===== src/rtl/acc_wbuffer_if.sv =====
// ---------------------------------------------------------------------------
// acc_wbuffer_if
// Bundles the result-row handshake from the MAC array, the tile controller
// handshake and the output-memory bus of the write-back accumulation buffer.
//   slave  : the buffer itself (accepts rows, drives the memory bus)
//   master : the surrounding controller / memory side
// Signals:
//   ROW_VALID, ROW_DATA, ODST, ACC, ROW_TOTAL : result rows + tile info
//   OMSRC                                     : output-memory bus ownership
//   MEM_ADDR, MEM_RE, MEM_WE, MEM_WDATA       : memory request side
//   MEM_RDATA                                 : read data, 1 cycle after RE
//   INIT_DONE, LOAD_DONE, STORE_DONE, OVF     : status back to controller
// ---------------------------------------------------------------------------
interface acc_wbuffer_if #(
  parameter int DW    = 8,
  parameter int LANES = 4,
  parameter int AW    = 4
);
  logic                  ROW_VALID;
  logic [LANES*DW-1:0]   ROW_DATA;
  logic [AW-1:0]         ODST;
  logic                  ACC;
  logic [2:0]            ROW_TOTAL;
  logic                  OMSRC;
  logic [LANES*DW-1:0]   MEM_RDATA;
  logic [AW-1:0]         MEM_ADDR;
  logic                  MEM_RE;
  logic                  MEM_WE;
  logic [LANES*DW-1:0]   MEM_WDATA;
  logic                  INIT_DONE;
  logic                  LOAD_DONE;
  logic                  STORE_DONE;
  logic                  OVF;

  modport slave (
    input  ROW_VALID, ROW_DATA, ODST, ACC, ROW_TOTAL, OMSRC, MEM_RDATA,
    output MEM_ADDR, MEM_RE, MEM_WE, MEM_WDATA,
    output INIT_DONE, LOAD_DONE, STORE_DONE, OVF
  );

  modport master (
    output ROW_VALID, ROW_DATA, ODST, ACC, ROW_TOTAL, OMSRC, MEM_RDATA,
    input  MEM_ADDR, MEM_RE, MEM_WE, MEM_WDATA,
    input  INIT_DONE, LOAD_DONE, STORE_DONE, OVF
  );
endinterface


===== src/rtl/acc_wbuffer.sv =====
// ---------------------------------------------------------------------------
// acc_wbuffer
// Write-back accumulation buffer behind the 4x4 MAC array.
//  - After reset, zero-fills all 2^AW output-memory rows (one per cycle) and
//    raises the sticky INIT_DONE.
//  - In an accumulate pass (ACC=1) collects up to DEPTH result rows with
//    their destination addresses, then raises LOAD_DONE.
//  - Once it owns the bus (OMSRC=1) it read-modify-writes every row
//    (memory + row, lane-wise modulo 2^DW) at two cycles per row and pulses
//    STORE_DONE on the final write.
//  - Rows offered while it cannot accept them are dropped and set sticky OVF.
// Ports:
//   CLK : clock, rising edge
//   RST : synchronous active-high reset, dominates everything
//   bus : acc_wbuffer_if.slave (row input, controller handshake, memory bus)
// ---------------------------------------------------------------------------
module acc_wbuffer #(
  parameter int DW    = 8,
  parameter int LANES = 4,
  parameter int AW    = 4,
  parameter int DEPTH = 4
) (
  input  logic        CLK,
  input  logic        RST,
  acc_wbuffer_if.slave bus
);

  localparam int RW = LANES * DW;
  localparam int IW = (DEPTH > 1) ? $clog2(DEPTH) : 1;

  // Row counts share the 3-bit width of ROW_TOTAL.
  localparam logic [2:0]    DEPTH_C = 3'(DEPTH);
  localparam logic [AW:0]   CNT_ONE = {{AW{1'b0}}, 1'b1};
  localparam logic [IW-1:0] IDX_ONE = {{(IW-1){1'b0}}, 1'b1};

  typedef enum logic [2:0] {
    S_INIT    = 3'd0,
    S_COLLECT = 3'd1,
    S_FULL    = 3'd2,
    S_RD      = 3'd3,
    S_WR      = 3'd4
  } state_t;

  // Lane-wise add: each DW-bit lane wraps on its own, no carry between lanes.
  function automatic logic [RW-1:0] lane_add(input logic [RW-1:0] a,
                                             input logic [RW-1:0] b);
    logic [RW-1:0] sum;
    sum = {RW{1'b0}};
    for (int l = 0; l < LANES; l++) begin
      sum[l*DW +: DW] = a[l*DW +: DW] + b[l*DW +: DW];
    end
    return sum;
  endfunction

  state_t        state_r;
  logic [AW:0]   init_cnt_r;   // extra MSB marks "last address presented"
  logic [2:0]    rows_r;
  logic [2:0]    total_r;
  logic [IW-1:0] idx_r;
  logic [AW-1:0] slot_addr_r [DEPTH];
  logic [RW-1:0] slot_data_r [DEPTH];

  logic [AW-1:0] mem_addr_r;
  logic          mem_re_r;
  logic          mem_we_r;
  logic          init_done_r;
  logic          load_done_r;
  logic          store_done_r;
  logic          ovf_r;

  logic          accept_s;
  logic [2:0]    tot_clamp_s;
  logic [2:0]    eff_total_s;
  logic [2:0]    rows_inc_s;
  logic          last_s;
  logic [IW-1:0] idx_nxt_s;
  logic [RW-1:0] wdata_s;

  assign accept_s   = bus.ROW_VALID & bus.ACC;
  assign rows_inc_s = rows_r + 3'd1;
  assign idx_nxt_s  = idx_r + IDX_ONE;
  assign last_s     = ((3'(idx_r) + 3'd1) == total_r);

  // Clamp the tile row count: 0 or anything above DEPTH means a full tile.
  always_comb begin
    tot_clamp_s = DEPTH_C;
    if ((bus.ROW_TOTAL == 3'd0) || (bus.ROW_TOTAL > DEPTH_C)) begin
      tot_clamp_s = DEPTH_C;
    end else begin
      tot_clamp_s = bus.ROW_TOTAL;
    end
  end

  // The first row of a tile uses the live (clamped) total; later rows the latched one.
  always_comb begin
    eff_total_s = total_r;
    if (rows_r == 3'd0) begin
      eff_total_s = tot_clamp_s;
    end else begin
      eff_total_s = total_r;
    end
  end

  // Read data lands in the write cycle itself, so the sum is formed from
  // registered state plus MEM_RDATA; it is forced to 0 whenever WE is low.
  always_comb begin
    wdata_s = {RW{1'b0}};
    if (state_r == S_WR) begin
      wdata_s = lane_add(bus.MEM_RDATA, slot_data_r[idx_r]);
    end else begin
      wdata_s = {RW{1'b0}};
    end
  end

  // Slot storage: capture {ODST, ROW_DATA} of every accepted row while collecting.
  always_ff @(posedge CLK) begin
    if (!RST && (state_r == S_COLLECT) && accept_s) begin
      slot_addr_r[rows_r[IW-1:0]] <= bus.ODST;
      slot_data_r[rows_r[IW-1:0]] <= bus.ROW_DATA;
    end
  end

  // Sticky overflow: a row offered in any state that cannot take it.
  always_ff @(posedge CLK) begin
    if (RST) begin
      ovf_r <= 1'b0;
    end else if (accept_s && (state_r != S_COLLECT)) begin
      ovf_r <= 1'b1;
    end
  end

  // Main FSM; outputs are loaded together with the state they belong to.
  always_ff @(posedge CLK) begin
    if (RST) begin
      state_r      <= S_INIT;
      init_cnt_r   <= {(AW+1){1'b0}};
      rows_r       <= 3'd0;
      total_r      <= 3'd0;
      idx_r        <= {IW{1'b0}};
      mem_addr_r   <= {AW{1'b0}};
      mem_re_r     <= 1'b0;
      mem_we_r     <= 1'b0;
      init_done_r  <= 1'b0;
      load_done_r  <= 1'b0;
      store_done_r <= 1'b0;
    end else begin
      case (state_r)
        S_INIT: begin
          if (init_cnt_r[AW] == 1'b0) begin
            mem_we_r   <= 1'b1;
            mem_addr_r <= init_cnt_r[AW-1:0];
            init_cnt_r <= init_cnt_r + CNT_ONE;
          end else begin
            // Last address is being written on this edge.
            mem_we_r    <= 1'b0;
            mem_addr_r  <= {AW{1'b0}};
            init_done_r <= 1'b1;
            state_r     <= S_COLLECT;
          end
        end

        S_COLLECT: begin
          if (accept_s) begin
            rows_r <= rows_inc_s;
            if (rows_r == 3'd0) begin
              total_r <= tot_clamp_s;
            end
            if (rows_inc_s == eff_total_s) begin
              load_done_r <= 1'b1;
              state_r     <= S_FULL;
            end
          end
        end

        S_FULL: begin
          if (bus.OMSRC) begin
            load_done_r <= 1'b0;
            idx_r       <= {IW{1'b0}};
            mem_re_r    <= 1'b1;
            mem_addr_r  <= slot_addr_r[0];
            state_r     <= S_RD;
          end
        end

        S_RD: begin
          mem_re_r     <= 1'b0;
          mem_we_r     <= 1'b1;
          mem_addr_r   <= slot_addr_r[idx_r];
          store_done_r <= last_s;
          state_r      <= S_WR;
        end

        S_WR: begin
          mem_we_r <= 1'b0;
          if (last_s) begin
            store_done_r <= 1'b0;
            mem_addr_r   <= {AW{1'b0}};
            rows_r       <= 3'd0;
            total_r      <= 3'd0;
            idx_r        <= {IW{1'b0}};
            state_r      <= S_COLLECT;
          end else begin
            // Next row's read follows this write, so duplicate ODSTs chain.
            idx_r      <= idx_nxt_s;
            mem_re_r   <= 1'b1;
            mem_addr_r <= slot_addr_r[idx_nxt_s];
            state_r    <= S_RD;
          end
        end

        default: begin
          state_r      <= S_INIT;
          init_cnt_r   <= {(AW+1){1'b0}};
          rows_r       <= 3'd0;
          total_r      <= 3'd0;
          idx_r        <= {IW{1'b0}};
          mem_addr_r   <= {AW{1'b0}};
          mem_re_r     <= 1'b0;
          mem_we_r     <= 1'b0;
          init_done_r  <= 1'b0;
          load_done_r  <= 1'b0;
          store_done_r <= 1'b0;
        end
      endcase
    end
  end

  assign bus.MEM_ADDR   = mem_addr_r;
  assign bus.MEM_RE     = mem_re_r;
  assign bus.MEM_WE     = mem_we_r;
  assign bus.MEM_WDATA  = wdata_s;
  assign bus.INIT_DONE  = init_done_r;
  assign bus.LOAD_DONE  = load_done_r;
  assign bus.STORE_DONE = store_done_r;
  assign bus.OVF        = ovf_r;

endmodule


===== src/flat_wrapper.sv =====
// flat-port wrapper written by rule: the top's interface ports become plain ports
module acc_wbuffer_flat 
#(
  parameter int DW    = 8,
  parameter int LANES = 4,
  parameter int AW    = 4,
  parameter int DEPTH = 4
)
  (CLK, RST, bus_ROW_VALID, bus_ROW_DATA, bus_ODST, bus_ACC, bus_ROW_TOTAL, bus_OMSRC, bus_MEM_RDATA, bus_MEM_ADDR, bus_MEM_RE, bus_MEM_WE, bus_MEM_WDATA, bus_INIT_DONE, bus_LOAD_DONE, bus_STORE_DONE, bus_OVF);
  acc_wbuffer_if #(.DW(DW), .LANES(LANES), .AW(AW)) bus_i ();
  input  logic CLK;
  input  logic RST;
  input wire logic [$bits(bus_i.ROW_VALID)-1:0] bus_ROW_VALID;
  input wire logic [$bits(bus_i.ROW_DATA)-1:0] bus_ROW_DATA;
  input wire logic [$bits(bus_i.ODST)-1:0] bus_ODST;
  input wire logic [$bits(bus_i.ACC)-1:0] bus_ACC;
  input wire logic [$bits(bus_i.ROW_TOTAL)-1:0] bus_ROW_TOTAL;
  input wire logic [$bits(bus_i.OMSRC)-1:0] bus_OMSRC;
  input wire logic [$bits(bus_i.MEM_RDATA)-1:0] bus_MEM_RDATA;
  output wire logic [$bits(bus_i.MEM_ADDR)-1:0] bus_MEM_ADDR;
  output wire logic [$bits(bus_i.MEM_RE)-1:0] bus_MEM_RE;
  output wire logic [$bits(bus_i.MEM_WE)-1:0] bus_MEM_WE;
  output wire logic [$bits(bus_i.MEM_WDATA)-1:0] bus_MEM_WDATA;
  output wire logic [$bits(bus_i.INIT_DONE)-1:0] bus_INIT_DONE;
  output wire logic [$bits(bus_i.LOAD_DONE)-1:0] bus_LOAD_DONE;
  output wire logic [$bits(bus_i.STORE_DONE)-1:0] bus_STORE_DONE;
  output wire logic [$bits(bus_i.OVF)-1:0] bus_OVF;
  assign bus_i.ROW_VALID = bus_ROW_VALID;
  assign bus_i.ROW_DATA = bus_ROW_DATA;
  assign bus_i.ODST = bus_ODST;
  assign bus_i.ACC = bus_ACC;
  assign bus_i.ROW_TOTAL = bus_ROW_TOTAL;
  assign bus_i.OMSRC = bus_OMSRC;
  assign bus_i.MEM_RDATA = bus_MEM_RDATA;
  assign bus_MEM_ADDR = bus_i.MEM_ADDR;
  assign bus_MEM_RE = bus_i.MEM_RE;
  assign bus_MEM_WE = bus_i.MEM_WE;
  assign bus_MEM_WDATA = bus_i.MEM_WDATA;
  assign bus_INIT_DONE = bus_i.INIT_DONE;
  assign bus_LOAD_DONE = bus_i.LOAD_DONE;
  assign bus_STORE_DONE = bus_i.STORE_DONE;
  assign bus_OVF = bus_i.OVF;
  acc_wbuffer #(.DW(DW), .LANES(LANES), .AW(AW), .DEPTH(DEPTH)) u_core (.CLK(CLK), .RST(RST), .bus(bus_i));
endmodule

===== config.mk =====
export PLATFORM = sky130hd
export DESIGN_NAME = acc_wbuffer_flat
export DESIGN_NICKNAME = d
export VERILOG_FILES = /design/src/rtl/acc_wbuffer_if.sv /design/src/rtl/acc_wbuffer.sv /design/src/flat_wrapper.sv
export SDC_FILE = /design/constraint.sdc
export NUM_CORES = 1
export LEC_CHECK = 0
export CAP_MARGIN = 20
export CORE_MARGIN = 8
export CORE_UTILIZATION = 45
export CTS_BUF_LIST = sky130_fd_sc_hd__clkbuf_4 sky130_fd_sc_hd__clkbuf_8
export CTS_CLUSTER_SIZE = 28
export DETAILED_ROUTE_END_ITERATION = 6
export PLACE_DENSITY = 0.69
export SETUP_SLACK_MARGIN = 0.05
export SYNTH_ARGS = -nofsm -noshare
export SYNTH_HDL_FRONTEND = slang
export SYNTH_SLANG_ARGS = --single-unit

===== constraint.sdc =====
create_clock -name CLK -period 8.4 [get_ports CLK]
set_input_delay 0.84 -clock CLK [delete_from_list [all_inputs] [get_ports CLK]]
set_output_delay 0.84 -clock CLK [all_outputs]
set_load 0.005 [all_outputs]

# Word level (Yosys, flattened, before mapping)
# Memory sizes are Yosys's and may differ from the RTL's. A register that Yosys moved wholly into a read port is not among the register bits.
# Index checks and enable logic that the tools add are counted.
# word_totals
reg_bits,26
mem_bits_rw,144
inputBits,76
elab_cells,112
mem_count,2
# mem_list
name,words,word_bits,rd,rd_clocked_by_memory_dff,write_ports,line_no,text
u_core.slot_data_r,4,32,1,1,1,acc_wbuffer.sv:61,logic [RW-1:0] slot_data_r [DEPTH];
u_core.slot_addr_r,4,4,3,1,1,acc_wbuffer.sv:60,logic [AW-1:0] slot_addr_r [DEPTH];
# op_classes
add_sub_neg,8
magnitude_cmp,1
eq_ne,14
mux,42
n_bitwise,8
reduce_logical,24
# ops
op,n
$add 8x8->8,4
$mux 32,1
$mux 3,9
$pmux 4 s5,1
$pmux 3 s3,2
$pmux 3 s5,1
$mux 2,7
$mux 4,3
$pmux 1 s3,4
$reduce_or 3->1,4
$mux 1,10
$pmux 5 s2,1
$reduce_and 2->1,5
$logic_not 3->1,3
$ne 2x2->1 const B,4
$reduce_and 4->1,2
$not 1->1,7
$eq 3x2->1 const B,2
$eq 3x3->1,2
$ne 2x1->1 const B,3
$pmux 2 s3,1
$reduce_and 3->1,2
$add 5x1->5 const B,1
$mux 5,1
14 further kinds,17

# Depth between registers and ports, before layout
# depth
ltp_word,8
ltp_mapped,11

# Least setup slack after synthesis
# No wires, ideal clock.
# synth_path
path_type,register -> output
from,register with a tool-made name
to,output port bus_MEM_WDATA[22]
arrival_ns,2.601
required_ns,7.560
path_slack_ns,4.959
path_stages_with_launch,11
path_cell_list,dfxtp_1 > buf_6 > buf_2 > mux4_2 > ha_1 > fa_1 > a21o_1 > a21o_1 > a21oi_1 > nand4b_1 > nand3_1
# synth_rtl
item,line_no,text
end: declaration,flat_wrapper.sv:23,output wire logic [$bits(bus_i.MEM_WDATA)-1:0] bus_MEM_WDATA;

==> results.toml <==
[synthesis]
synth_top_area_share_pct = 52.43
synth_area_per_cell_um2 = 14.39
synth_seq_cells = 172
yosysUniqueCellTypes = 57
ys_seq_area_share_pct = 59.22
synthArstFlopShare_pct = 0
synth_fp_nets = 688
yosys_warnings = 0
synth-edff-count = 144
syn_inst = 573
synth_most_common_cell = "edfxtp_1"
syn_area_mm2 = 0.008248
synth_ff_type = "edfxtp_1"
yosysTopAreaCell = "edfxtp_1"
synthTopCellsByCount = "edfxtp_1 (144), nor2_1 (56), mux4_2 (36), ha_1 (35), dfxtp_1 (28)"
synth_area_leaders = "edfxtp_1 (52%), mux4_2 (9.8%), dfxtp_1 (6.8%)"

[global_route]
grt.overflow.total = 0
grt_first_pass_wirelength_um = 28900
antenna_found_initial = 1
track_usage_pct = 16.58
grt_pass1_vias = 5344
grt_max_degree = 37

[placement]
gp_congestion = 0.8142
dp_hpwl_um = 12750
port_buffers = 117
dpl_cell_area_mm2 = 0.009603
placedCellCount = 898

[critical_path]
cp_max_fo = 30
critPathBufInv = 2
path_depth = 10
path_cells = "buf_4 > mux4_2 > ha_1 > fa_1 > a21o_1 > a21o_1 > a21oi_1 > nand4b_1 > nand3_1 > clkdlybuf4s50_1"
cp_top_family = "buffers and inverters"
crit_type = "reg2out"
endpoint_kind = "output pin"
arrival_ps = 4220
worst_ep_required_time_ps = 7560
reg2regPathDepth = 4
crit_slowest_cell = "mux4_2"
slowest_delay_ps = 580
cp_common_cell = "a21o_1"
start_kind = "flip-flop"

[timing]
worst_pin_slew_ps = 1078
slew_viol_final = 0
rsz0062_at_grt = "no"
hold-worst-slack_ps = 443.2
relSlewSlack_pct = 27.89
fin_crit_sh_pct = 60.19
fin_crit_ps = 5056
skew_ps = 8.993
fin_tns_setup_ps = 0
hold_viol = 0
fmaxAchievable_mhz = 197.8
setup_violations = 0

[floorplan]
die_x_um = 151.4
start_util_pct = 45.91
rows = 49
die_h_um = 151.4
dieArea_mm2 = 0.02292
core-area_mm2 = 0.01796
io_pins = 118

[clock_tree]
cts_resized = 0
holdBufCountCts = 0
cts_root_buf = "clkbuf_8"
clkSinkCount = 172
cts_max_path_buffers = 2
htree_levels = 4
cts_tree = "yes"
post_cts_buffers = 0
clock_latency_ps = 450
cts_buffers = 17
path_clk_slew_ps = 100

[power_and_ir_drop]
combPwrFrac_pct = 6.9
p_leak_uw = 0.003392
clockPowerShare_pct = 34.3
power.switching_uw = 373.1
ir_drop_mv = 0.1134
p_int_uw = 1207
seq_power_share_pct = 58.8
powerDensity_mw_per_mm2 = 158.4
swShare_pct = 23.61

[routing]
wl_per_cell_um = 19.95
antenna_left = 0
drt_first_iter_violations = 367
firstDrtPassIters = 5
drc_errors = 0
viasPerCell = 5.675
wl_um = 18560
vias = 5278

[final_layout]
drive_gt1_share_pct = 11.98
stdcell_area_mm2 = 0.009975
antenna_cells = 0
final.fill_count = 1399
final_util_pct = 55.53
final_cells = 930
area_delta_synth_final_pct = 20.93
final_nets = 803

[run_status]
status = "finished clean"

[min_path]
hp-class = "reg2reg"
whs_path_depth = 2

[job]
maxCapViolCount = 0
## flip-flops by register name, summed over array words and instances (netlist names), 2 cells and up, named ones only
register / flops
u_core.idx_r: 2
u_core.state_r: 3
u_core.rows_r: 3
u_core.slot_data_r: 128
u_core.total_r: 3
u_core.bus.MEM_ADDR: 4
u_core.init_cnt_r: 5
u_core.slot_addr_r: 16
## final timing paths
check                                             from                        end  slack (ps)
worst max-delay path                         flip-flop          bus_MEM_WDATA[22]        3340
worst min-delay path            u_core.bus.MEM_ADDR[0]     u_core.bus.MEM_ADDR[0]         440
worst max register to register       u_core.state_r[0]  u_core.slot_data_r[0][12]        5500
worst min register to register  u_core.bus.MEM_ADDR[0]     u_core.bus.MEM_ADDR[0]         440
## cell usage in the layout (no fill, tap or decap), types with 16 or more instances in the layout
cell	n
edfxtp_1	144
clkdlybuf4s50_1	117
nor2_1	56
mux4_2	36
ha_1	35
dfxtp_1	26
a21oi_1	25
xnor2_1	18
o21ai_0	17
clkbuf_8	17
nand2_1	16
## cells by family (layout without fill, tap and decap cells)
logic type / after synthesis / after routing / synth area share, %
flip-flops: 172 / 172 / 59.22
multiplexers: 42 / 42 / 11.35
adder cells (fa/ha/maj): 39 / 39 / 6.280
AO/OA/AOI/OAI: 109 / 109 / 8.692
XOR/XNOR: 25 / 25 / 2.655
buffers and inverters: 34 / 162 / 2.154
AND/OR/NAND/NOR: 152 / 152 / 9.648
## worst register-to-register path: cells and delay by family, from the launching register on
family	cells	cell delay, ps
flip-flops	1	760
AND/OR/NAND/NOR	4	1770
## stage by stage
stage | power [µW] | setup WS (ps)
2_1_floorplan | 997.3 | 4959
3_3_place_gp | 1052 | 3901
3_5_place_dp | 1057 | 3769
4_1_cts | 1593 | 3243
5_1_grt | 1637 | 3101
6_report | 1580 | 3344
## area by class of cell
type                       count  area [µm²]  share of cell area [%]
clock inverter                14       130.1                   1.305
sequential                   172        4887                   49.00
multi-input combinational    367        3191                   31.99
clock buffer                  18       241.5                   2.421
tap                          229       286.5                   2.873
timing repair buffer         122        1209                   12.12
inverter                       8       30.03                  0.3011
## metal layers
layer,wire length [µm],track usage (%),share of wire (%)
met4,195,4.701,1.1
met5,8,0,0.043
met3,1176,4.571,6.3
met2,9327,27.73,50
met1,7849,20.69,42
## power by group through the flow
stage / clock (µW) / combinational, µW / sequential [µW]
2_1_floorplan: 0 / 49.8 / 947
3_3_place_gp: 0 / 104 / 948
3_5_place_dp: 0 / 109 / 948
4_1_cts: 555 / 109 / 929
5_1_grt: 590 / 118 / 929
6_report: 542 / 109 / 929
(Power assumes the default switching activity.)
